### config.mk
export PLATFORM = sky130hd
export DESIGN_NAME = npxl_bar_controller
export DESIGN_NICKNAME = d
export VERILOG_FILES = /design/src/rtl/npxl_bar_controller.sv
export SDC_FILE = /design/constraint.sdc
export NUM_CORES = 1
export LEC_CHECK = 0
export CORE_MARGIN = 1.5
export CORE_UTILIZATION = 45
export CTS_BUF_LIST = sky130_fd_sc_hd__clkbuf_8
export CTS_CLUSTER_DIAMETER = 60
export DETAILED_ROUTE_END_ITERATION = 8
export GPL_ROUTABILITY_DRIVEN = 0
export SLEW_MARGIN = 20
export SYNTH_ARGS = -nofsm -noshare
export SYNTH_HDL_FRONTEND = slang
export SYNTH_SLANG_ARGS = --single-unit
### constraint.sdc
create_clock -name i_clk -period 7.8 [get_ports i_clk]
set_input_delay 2.34 -clock i_clk [delete_from_list [all_inputs] [get_ports i_clk]]
set_output_delay 2.34 -clock i_clk [all_outputs]
set_load 0.005 [all_outputs]
### src/rtl/npxl_bar_controller.sv
// WS2812 level-meter driver: renders a green/yellow/red bar or dot with optional
// peak-hold marker and shifts it out as one GRB frame per accepted request.
//
// state | meaning
// ------+---------------------------------------------------------------
// IDLE  | o_rdy high, waiting for i_send
// LOAD  | build the GRB word for pixel idx, bit index = 23
// HIGH  | data high for T0H/T1H clocks depending on the current bit
// LOW   | data low until the bit period (measured from the rise) ends
// LATCH | data low for TLATCH_CYC clocks so the strip latches
module npxl_bar_controller #(
    parameter int         LEDS       = 20,
    parameter int         ADDR       = 8,
    parameter int         T0H_CYC    = 20,
    parameter int         T1H_CYC    = 40,
    parameter int         TBIT_CYC   = 63,
    parameter int         TLATCH_CYC = 3000,
    parameter int         YEL_START  = 12,
    parameter int         RED_START  = 16,
    parameter logic [7:0] BRIGHT     = 8'h20,
    parameter int         PEAK_HOLD  = 8
) (
    input  logic            i_clk,
    input  logic            i_rst,
    input  logic            i_send,
    input  logic [ADDR-1:0] i_value,
    input  logic            i_dot_mode,
    input  logic            i_peak_en,
    output logic            o_npxl_data,
    output logic            o_rdy
);

    localparam int TMAX = (TLATCH_CYC > TBIT_CYC) ? TLATCH_CYC : TBIT_CYC;
    localparam int TW   = $clog2(TMAX);
    localparam int HW   = $clog2(PEAK_HOLD + 1);

    localparam logic [TW-1:0]   TBIT_LD   = TW'(TBIT_CYC - 1);
    localparam logic [TW-1:0]   TLATCH_LD = TW'(TLATCH_CYC - 1);
    localparam logic [TW-1:0]   T0H_END   = TW'(TBIT_CYC - T0H_CYC);
    localparam logic [TW-1:0]   T1H_END   = TW'(TBIT_CYC - T1H_CYC);
    localparam logic [ADDR-1:0] LEDS_A    = ADDR'(LEDS);
    localparam logic [ADDR-1:0] LAST_IDX  = ADDR'(LEDS - 1);
    localparam logic [ADDR-1:0] YEL_A     = ADDR'(YEL_START);
    localparam logic [ADDR-1:0] RED_A     = ADDR'(RED_START);
    localparam logic [HW-1:0]   HOLD_MAX  = HW'(PEAK_HOLD);

    typedef enum logic [2:0] {
        IDLE,
        LOAD,
        HIGH,
        LOW,
        LATCH
    } state_t;

    state_t          state;
    state_t          state_nxt;
    logic [TW-1:0]   tmr;
    logic [4:0]      bit_idx;
    logic [23:0]     shreg;
    logic [ADDR-1:0] idx;
    logic [ADDR-1:0] lvl_q;
    logic            dot_q;
    logic            pe_q;
    logic [ADDR-1:0] peak;
    logic [HW-1:0]   hold;
    logic            data_q;
    logic            rdy_q;

    logic [ADDR-1:0] lvl_in;
    logic [ADDR-1:0] peak_nxt;
    logic [HW-1:0]   hold_nxt;
    logic [TW-1:0]   high_end;
    logic [23:0]     zone_rgb;
    logic            lit;
    logic            peak_hit;
    logic [23:0]     pix_word;

    assign lvl_in      = (i_value > LEDS_A) ? LEDS_A : i_value;
    assign high_end    = shreg[23] ? T1H_END : T0H_END;
    assign o_npxl_data = data_q;
    assign o_rdy       = rdy_q;

    always_comb begin
        peak_nxt = peak;
        hold_nxt = hold;
        if (lvl_in >= peak) begin
            peak_nxt = lvl_in;
            hold_nxt = '0;
        end else if (hold < HOLD_MAX) begin
            hold_nxt = hold + HW'(1);
        end else if (peak != '0) begin
            peak_nxt = peak - ADDR'(1);
        end
    end

    always_comb begin
        zone_rgb = {8'h00, BRIGHT, 8'h00};
        lit      = 1'b0;
        peak_hit = 1'b0;
        if (idx < YEL_A) begin
            zone_rgb = {BRIGHT, 8'h00, 8'h00};
        end else if (idx < RED_A) begin
            zone_rgb = {BRIGHT, BRIGHT, 8'h00};
        end
        if (dot_q) begin
            lit = (lvl_q != '0) && (idx == lvl_q - ADDR'(1));
        end else begin
            lit = (idx < lvl_q);
        end
        peak_hit = pe_q && (peak != '0) && (idx == peak - ADDR'(1));
        pix_word = (lit || peak_hit) ? zone_rgb : 24'h000000;
    end

    always_ff @(posedge i_clk) begin
        if (i_rst) begin
            state <= LATCH;
        end else begin
            state <= state_nxt;
        end
    end

    // Between pixels the LOAD cycle takes the last low clock of the previous
    // bit, so rise-to-rise spacing stays TBIT_CYC across pixel boundaries.
    always_comb begin
        state_nxt = state;
        case (state)
            IDLE: begin
                if (i_send) state_nxt = LOAD;
            end
            LOAD: begin
                state_nxt = HIGH;
            end
            HIGH: begin
                if (tmr == high_end) state_nxt = LOW;
            end
            LOW: begin
                if (bit_idx != 5'd0) begin
                    if (tmr == '0) state_nxt = HIGH;
                end else if (idx == LAST_IDX) begin
                    if (tmr == '0) state_nxt = LATCH;
                end else begin
                    if (tmr == TW'(1)) state_nxt = LOAD;
                end
            end
            LATCH: begin
                if (tmr == '0) state_nxt = IDLE;
            end
            default: begin
                state_nxt = LATCH;
            end
        endcase
    end

    always_ff @(posedge i_clk) begin
        if (i_rst) begin
            tmr     <= TLATCH_LD;
            bit_idx <= '0;
            shreg   <= '0;
            idx     <= '0;
            lvl_q   <= '0;
            dot_q   <= 1'b0;
            pe_q    <= 1'b0;
            peak    <= '0;
            hold    <= '0;
            data_q  <= 1'b0;
            rdy_q   <= 1'b0;
        end else begin
            data_q <= (state_nxt == HIGH);
            rdy_q  <= (state_nxt == IDLE);

            if (state_nxt == HIGH && state != HIGH) begin
                tmr <= TBIT_LD;
            end else if (state_nxt == LATCH && state != LATCH) begin
                tmr <= TLATCH_LD;
            end else if (tmr != '0) begin
                tmr <= tmr - TW'(1);
            end

            case (state)
                IDLE: begin
                    if (i_send) begin
                        lvl_q <= lvl_in;
                        dot_q <= i_dot_mode;
                        pe_q  <= i_peak_en;
                        peak  <= peak_nxt;
                        hold  <= hold_nxt;
                        idx   <= '0;
                    end
                end
                LOAD: begin
                    shreg   <= pix_word;
                    bit_idx <= 5'd23;
                end
                LOW: begin
                    if (state_nxt == HIGH) begin
                        shreg   <= {shreg[22:0], 1'b0};
                        bit_idx <= bit_idx - 5'd1;
                    end else if (state_nxt == LOAD) begin
                        idx <= idx + ADDR'(1);
                    end
                end
                default: begin
                end
            endcase
        end
    end

endmodule

==> Yosys cells after proc, flatten, opt, wreduce, memory -nomap -nowiden <==
Cells that the tools add are included.
{ "word_totals": {"inputBits": 13, "regBits": 76, "output_inout_bits": 2, "elab_cells": 99} }
{ "classes": {"eq_ne": 19, "mux": 31, "n_addsub": 6, "n_reduce_logical": 24, "order_cmp": 6} }
{ "op_table": {"columns": ["cell", "n"], "rows": [
  ["$mux 8", 7],
  ["$mux 24", 2],
  ["$pmux 24 s2", 1],
  ["$mux 22", 2],
  ["$mux 12", 3],
  ["$mux 3", 8],
  ["$eq 8x8->1", 2],
  ["$pmux 8 s2", 1],
  ["$reduce_bool 8->1", 2],
  ["$sub 8x1->8 const B", 2],
  ["$pmux 3 s5", 1],
  ["$eq 12x1->1 const B", 1],
  ["$eq 12x6->1", 1],
  ["$logic_not 12->1", 1],
  ["$reduce_bool 12->1", 1],
  ["$sub 12x1->12 const B", 1],
  ["$ne 2x2->1 const B", 5],
  ["$pmux 5 s2", 1],
  ["$eq 3x2->1 const B", 3],
  ["$add 8x1->8 const B", 1],
  ["$eq 8x5->1 const B", 1],
  ["$ge 8x8->1", 1],
  ["$gt 8x5->1 const B", 1],
  ["$lt 8x4->1 const B", 1],
  ["other kinds (23)", 36]
]} }

==> Depth between registers and ports, before layout <==
{ "logic_depth": {"ltp_word": 9, "depth_mapped": 12, "mapped_depth_nobuf": 11} }

==> Least setup slack after synthesis <==
OpenSTA, ideal clock, no wires.
{ "synth_path": {"kind": "input to register", "from": "input i_value[7]", "to": "register hold[2]", "setup_slack_ns": 3.127, "t_required_ns": 7.730, "cell_stages": 10, "arrival_ns": 4.602, "setup_ns": 0.070, "n_path_buf": 0, "path_cell_list": "nor4_1 > inv_1 > ha_1 > and3_1 > a21oi_1 > o21ai_0 > o41a_1 > nand2b_1 > or4b_1 > a21oi_1"} }
{ "synth_between": {"elab_chain_len": 5, "word_cells_on_any_way": 6, "classes_between": "order compare: 2; mux: 2; reduce/logical: 2"} }
{ "synth_lines": {"columns": ["item", "line_no", "rtl"], "rows": [
  ["start: declaration", "26", "input logic [ADDR-1:0] i_value,"],
  ["$gt 8x5->1 (*)", "78", "assign lvl_in = (i_value > LEDS_A) ? LEDS_A : i_value;"],
  ["$mux 8 (*)", "78", null],
  ["named net lvl_in[4]", "69", "logic [ADDR-1:0] lvl_in;"],
  ["$ge 8x8->1 (*)", "86", "if (lvl_in >= peak) begin"],
  ["$reduce_bool 2->1 (no line)", null, null],
  ["$reduce_and 3->1 (no line)", null, null],
  ["end signal: assignment", "186", "hold <= hold_nxt;"],
  ["end: declaration", "65", "logic [HW-1:0] hold;"]
]} }
Mark *: on every way through the listed nets, which the timed path passes. The rest lies on a longest branch.
A chain may end at the register's enable or synchronous reset.

==> Worst setup path in the final report <==
Ends and elaborated chain as after synthesis.

==> reports/qor.txt <==
Min-Delay Endpoint: shreg[20]
Vias in the first global route: 3228
Worst Clk Skew: 0.0116 ns
Post-Syn Area: 3860 µm²
Final setup fails: 0
Pre-Repair DR Iteration Count: 4
Die Y: 95.6 µm
Util after Layout: 0.515
Post-Route WL: 8960 µm
Die footprint: 9130 µm²
Status: finished, final reports clean
Crit path capture type: flop
Worst hold path class: reg2reg
Worst Hold Launch: shreg[20]
FMAX: 0.188 GHz
Worst R2R Start: tmr[4]
R2R depth: 7
Synth cell types: 65
Crit-path max FO: 21
FF-to-FF End: tmr[10]
First DRT Iteration DRCs: 188
Vias: 3396
Multi-input combinational cell area: 2410 µm²
Routed wire per std cell: 15.0 µm
Antenna Cells: 0
Die X: 95.6 µm
Setup TNS: 0 ns
Peak VDD IR: 103 µV
Antenna viol nets, final: 0
Asr flop ratio synth: 0
Gr ovfl total: 0
Hold_buf cts: 0
Nets: 529
CP Launch Type: input pin
Filler Cell Count: 827
Static leakage power: 1.51 nW
DP HPWL: 6300 µm
Total GRT Usage: 0.214
Ports: 15
Root Driver: clkbuf_8
RSZ-0062 raised after global routing: no
Via density: 5.67
Minimum clock period: 5.31 ns
Synth Area per Inst: 7.98 µm²
CTS tree: yes
First-pass GRT wire length: 15100 µm
TritonCTS buffer count: 9
CORE AREA: 8260 µm²
CTS Sinks: 63
Max clock buf depth: 2
Synth Flop Type: dfxtp_1
Period utilisation layout: 0.681
Row cnt: 33
Final Hold Viols: 0
Worst-Skew Late Latency: 0.35 ns
Internal reg-to-reg setup slack: 4.68 ns
Final Slew Violations: 0
MaxCap Viol Count: 0
Storage cell area: 1260 µm²
Arrival @ worst endpoint: 5.59 ns
PwrDens: 150 nW/µm²
Setup Fix Bufs, Post-CTS: 0
Slew headroom: 0.488
Drc violations: 0
Worst Path Required: 8.07 ns
Antenna violations before repair: 0
Warnings, synthesis: 0
Pin count of the biggest net entering global routing: 43
Synthesized flop and latch total: 63
Slew at the pin with the worst max-slew slack: 0.760 ns
Initial Util: 0.467
Number of flops mapped to enable cells by yosys: 0
Share of layout cells above drive strength 1: 0.0567
Synth-to-Final Area Change: 10.2%
Syn Inst Count: 483
Clock-pin slew on the worst setup and hold paths: 0.08 ns
H-Tree Depth: 3
Seq/Total Area, Yosys: 0.327
WS Path Type: in2reg
I/O Buffers: 14
WHS Path Cells: 2
Post_cts resized: 0
-- sequential cells by signal, summed over array words and instances (netlist names), 3 cells and up --
name,cells
peak,8
state,3
shreg,11
tmr,12
idx,8
lvl_q,8
bit_idx,5
hold,4
-- cell families (layout without fill, tap and decap cells) --
logic type      count (synthesis)  in the layout  synth area share
mux                             4              4            0.0107
compound gates                108            108             0.181
flops                          63             63             0.327
buf+inv                        49             58            0.0519
xor+xnor                       37             37            0.0840
fa+ha+maj                      27             27            0.0876
simple gates                  194            194             0.257
other cells                     1              3          0.000972
-- power by group --
group	leakage (nW)	total (W)	internal (W)	switching, W
Clock	0.0956	0.000287	0.000148	0.000139
Sequential	0.508	0.000324	0.000323	0.00000172
Combinational	0.911	0.0000272	0.0000122	0.0000150
Total	1.51	0.000639	0.000483	0.000156
-- cell type report --
class	instances	share of cell area
clock inverter	7	0.0171
sequential	63	0.297
tap	105	0.0309
multi-input combinational	373	0.567
timing repair buffer	16	0.0365
clock buffer	9	0.0291
inverter	26	0.0230
-- routing by layer --
layer,track usage,vias to the layer above,wire length [µm],share of wire
li1,-,1725,-,-
met1,0.262,1595,4250,0.47
met2,0.364,65,4280,0.48
met3,0.0470,11,292,0.033
met4,0.0833,0,140,0.016
met5,0,-,0,0
-- worst max-delay path by stage --
stage	startpoint	slack, ns	depth (start not counted)	endpoint
5_1_grt	i_value[7]	2.19	11	hold[2]
3_3_place_gp	i_value[7]	2.25	11	hold[2]
2_1_floorplan	i_value[7]	3.13	10	hold[2]
6_report	i_value[7]	2.49	11	hold[2]
4_1_cts	i_value[7]	2.46	11	hold[2]
3_5_place_dp	i_value[7]	2.08	11	hold[2]
-- synth_stat cells (all sizes together), types with 5 or more instances --
cell type / number / area, µm²
dfxtp: 63 / 1260
nand2: 46 / 175
nor2: 43 / 161
a21oi: 39 / 195
o21ai: 31 / 155
ha: 27 / 338
nand3: 26 / 130
inv: 25 / 93.8
xnor2: 22 / 193
clkbuf: 19 / 71.3
xor2: 15 / 131
nor3: 14 / 75.1
or3: 11 / 68.8
and3: 8 / 50.1
nand2b: 7 / 43.8
nand4: 7 / 43.8
a211oi: 5 / 37.5
and2: 5 / 31.3
nand3b: 5 / 37.5
nor4: 5 / 31.3
-- through the flow --
stage / power [W] / instances / instance area (µm²) / worst slack, ns / hold slack (ns)
after floorplan: 0.000348 / 485 / 3860 / 3.13 / 0.432
after global placement: 0.000359 / 583 / 4050 / 2.25 / 0.441
after detailed placement: 0.000359 / 583 / 4050 / 2.08 / 0.445
after CTS: 0.000651 / 599 / 4250 / 2.46 / 0.456
after global routing: 0.000668 / 599 / 4250 / 2.19 / 0.473
final: 0.000639 / 599 / 4250 / 2.49 / 0.455
-- critical path, cell delays in order --
cell and delay, ns:
clkdlybuf4s50_1 0.42, nor4_1 0.56, inv_1 0.11, ha_1 0.31, and3_1 0.14, a21oi_1 0.11, o21ai_0 0.09, o41a_1 0.56
nand2b_1 0.29, or4b_1 0.51, a21oi_1 0.15
-- cells in the final DEF, fill, tap and decap left out, drive strengths merged, types with 4 or more instances in the layout --
cell type / netlist / routed
ha: 27 / 27
xnor2: 22 / 22
nand3b: 5 / 5
nand3: 26 / 26
nor3: 14 / 14
clkdlybuf4s50: 0 / 14
nor2: 43 / 43
dfxtp: 63 / 63
nor2b: 4 / 4
and2: 5 / 5
o21ai: 31 / 31
xor2: 15 / 15
nand2: 46 / 46
a221oi: 4 / 4
a211oi: 5 / 5
or3: 11 / 11
a21oi: 39 / 39
and3: 8 / 8
nor4: 5 / 5
clkinv: 1 / 4
inv: 25 / 26
clkbuf: 19 / 9
nand4: 7 / 7
nand2b: 7 / 7
No activity file was read; power rests on OpenSTA's default activity.
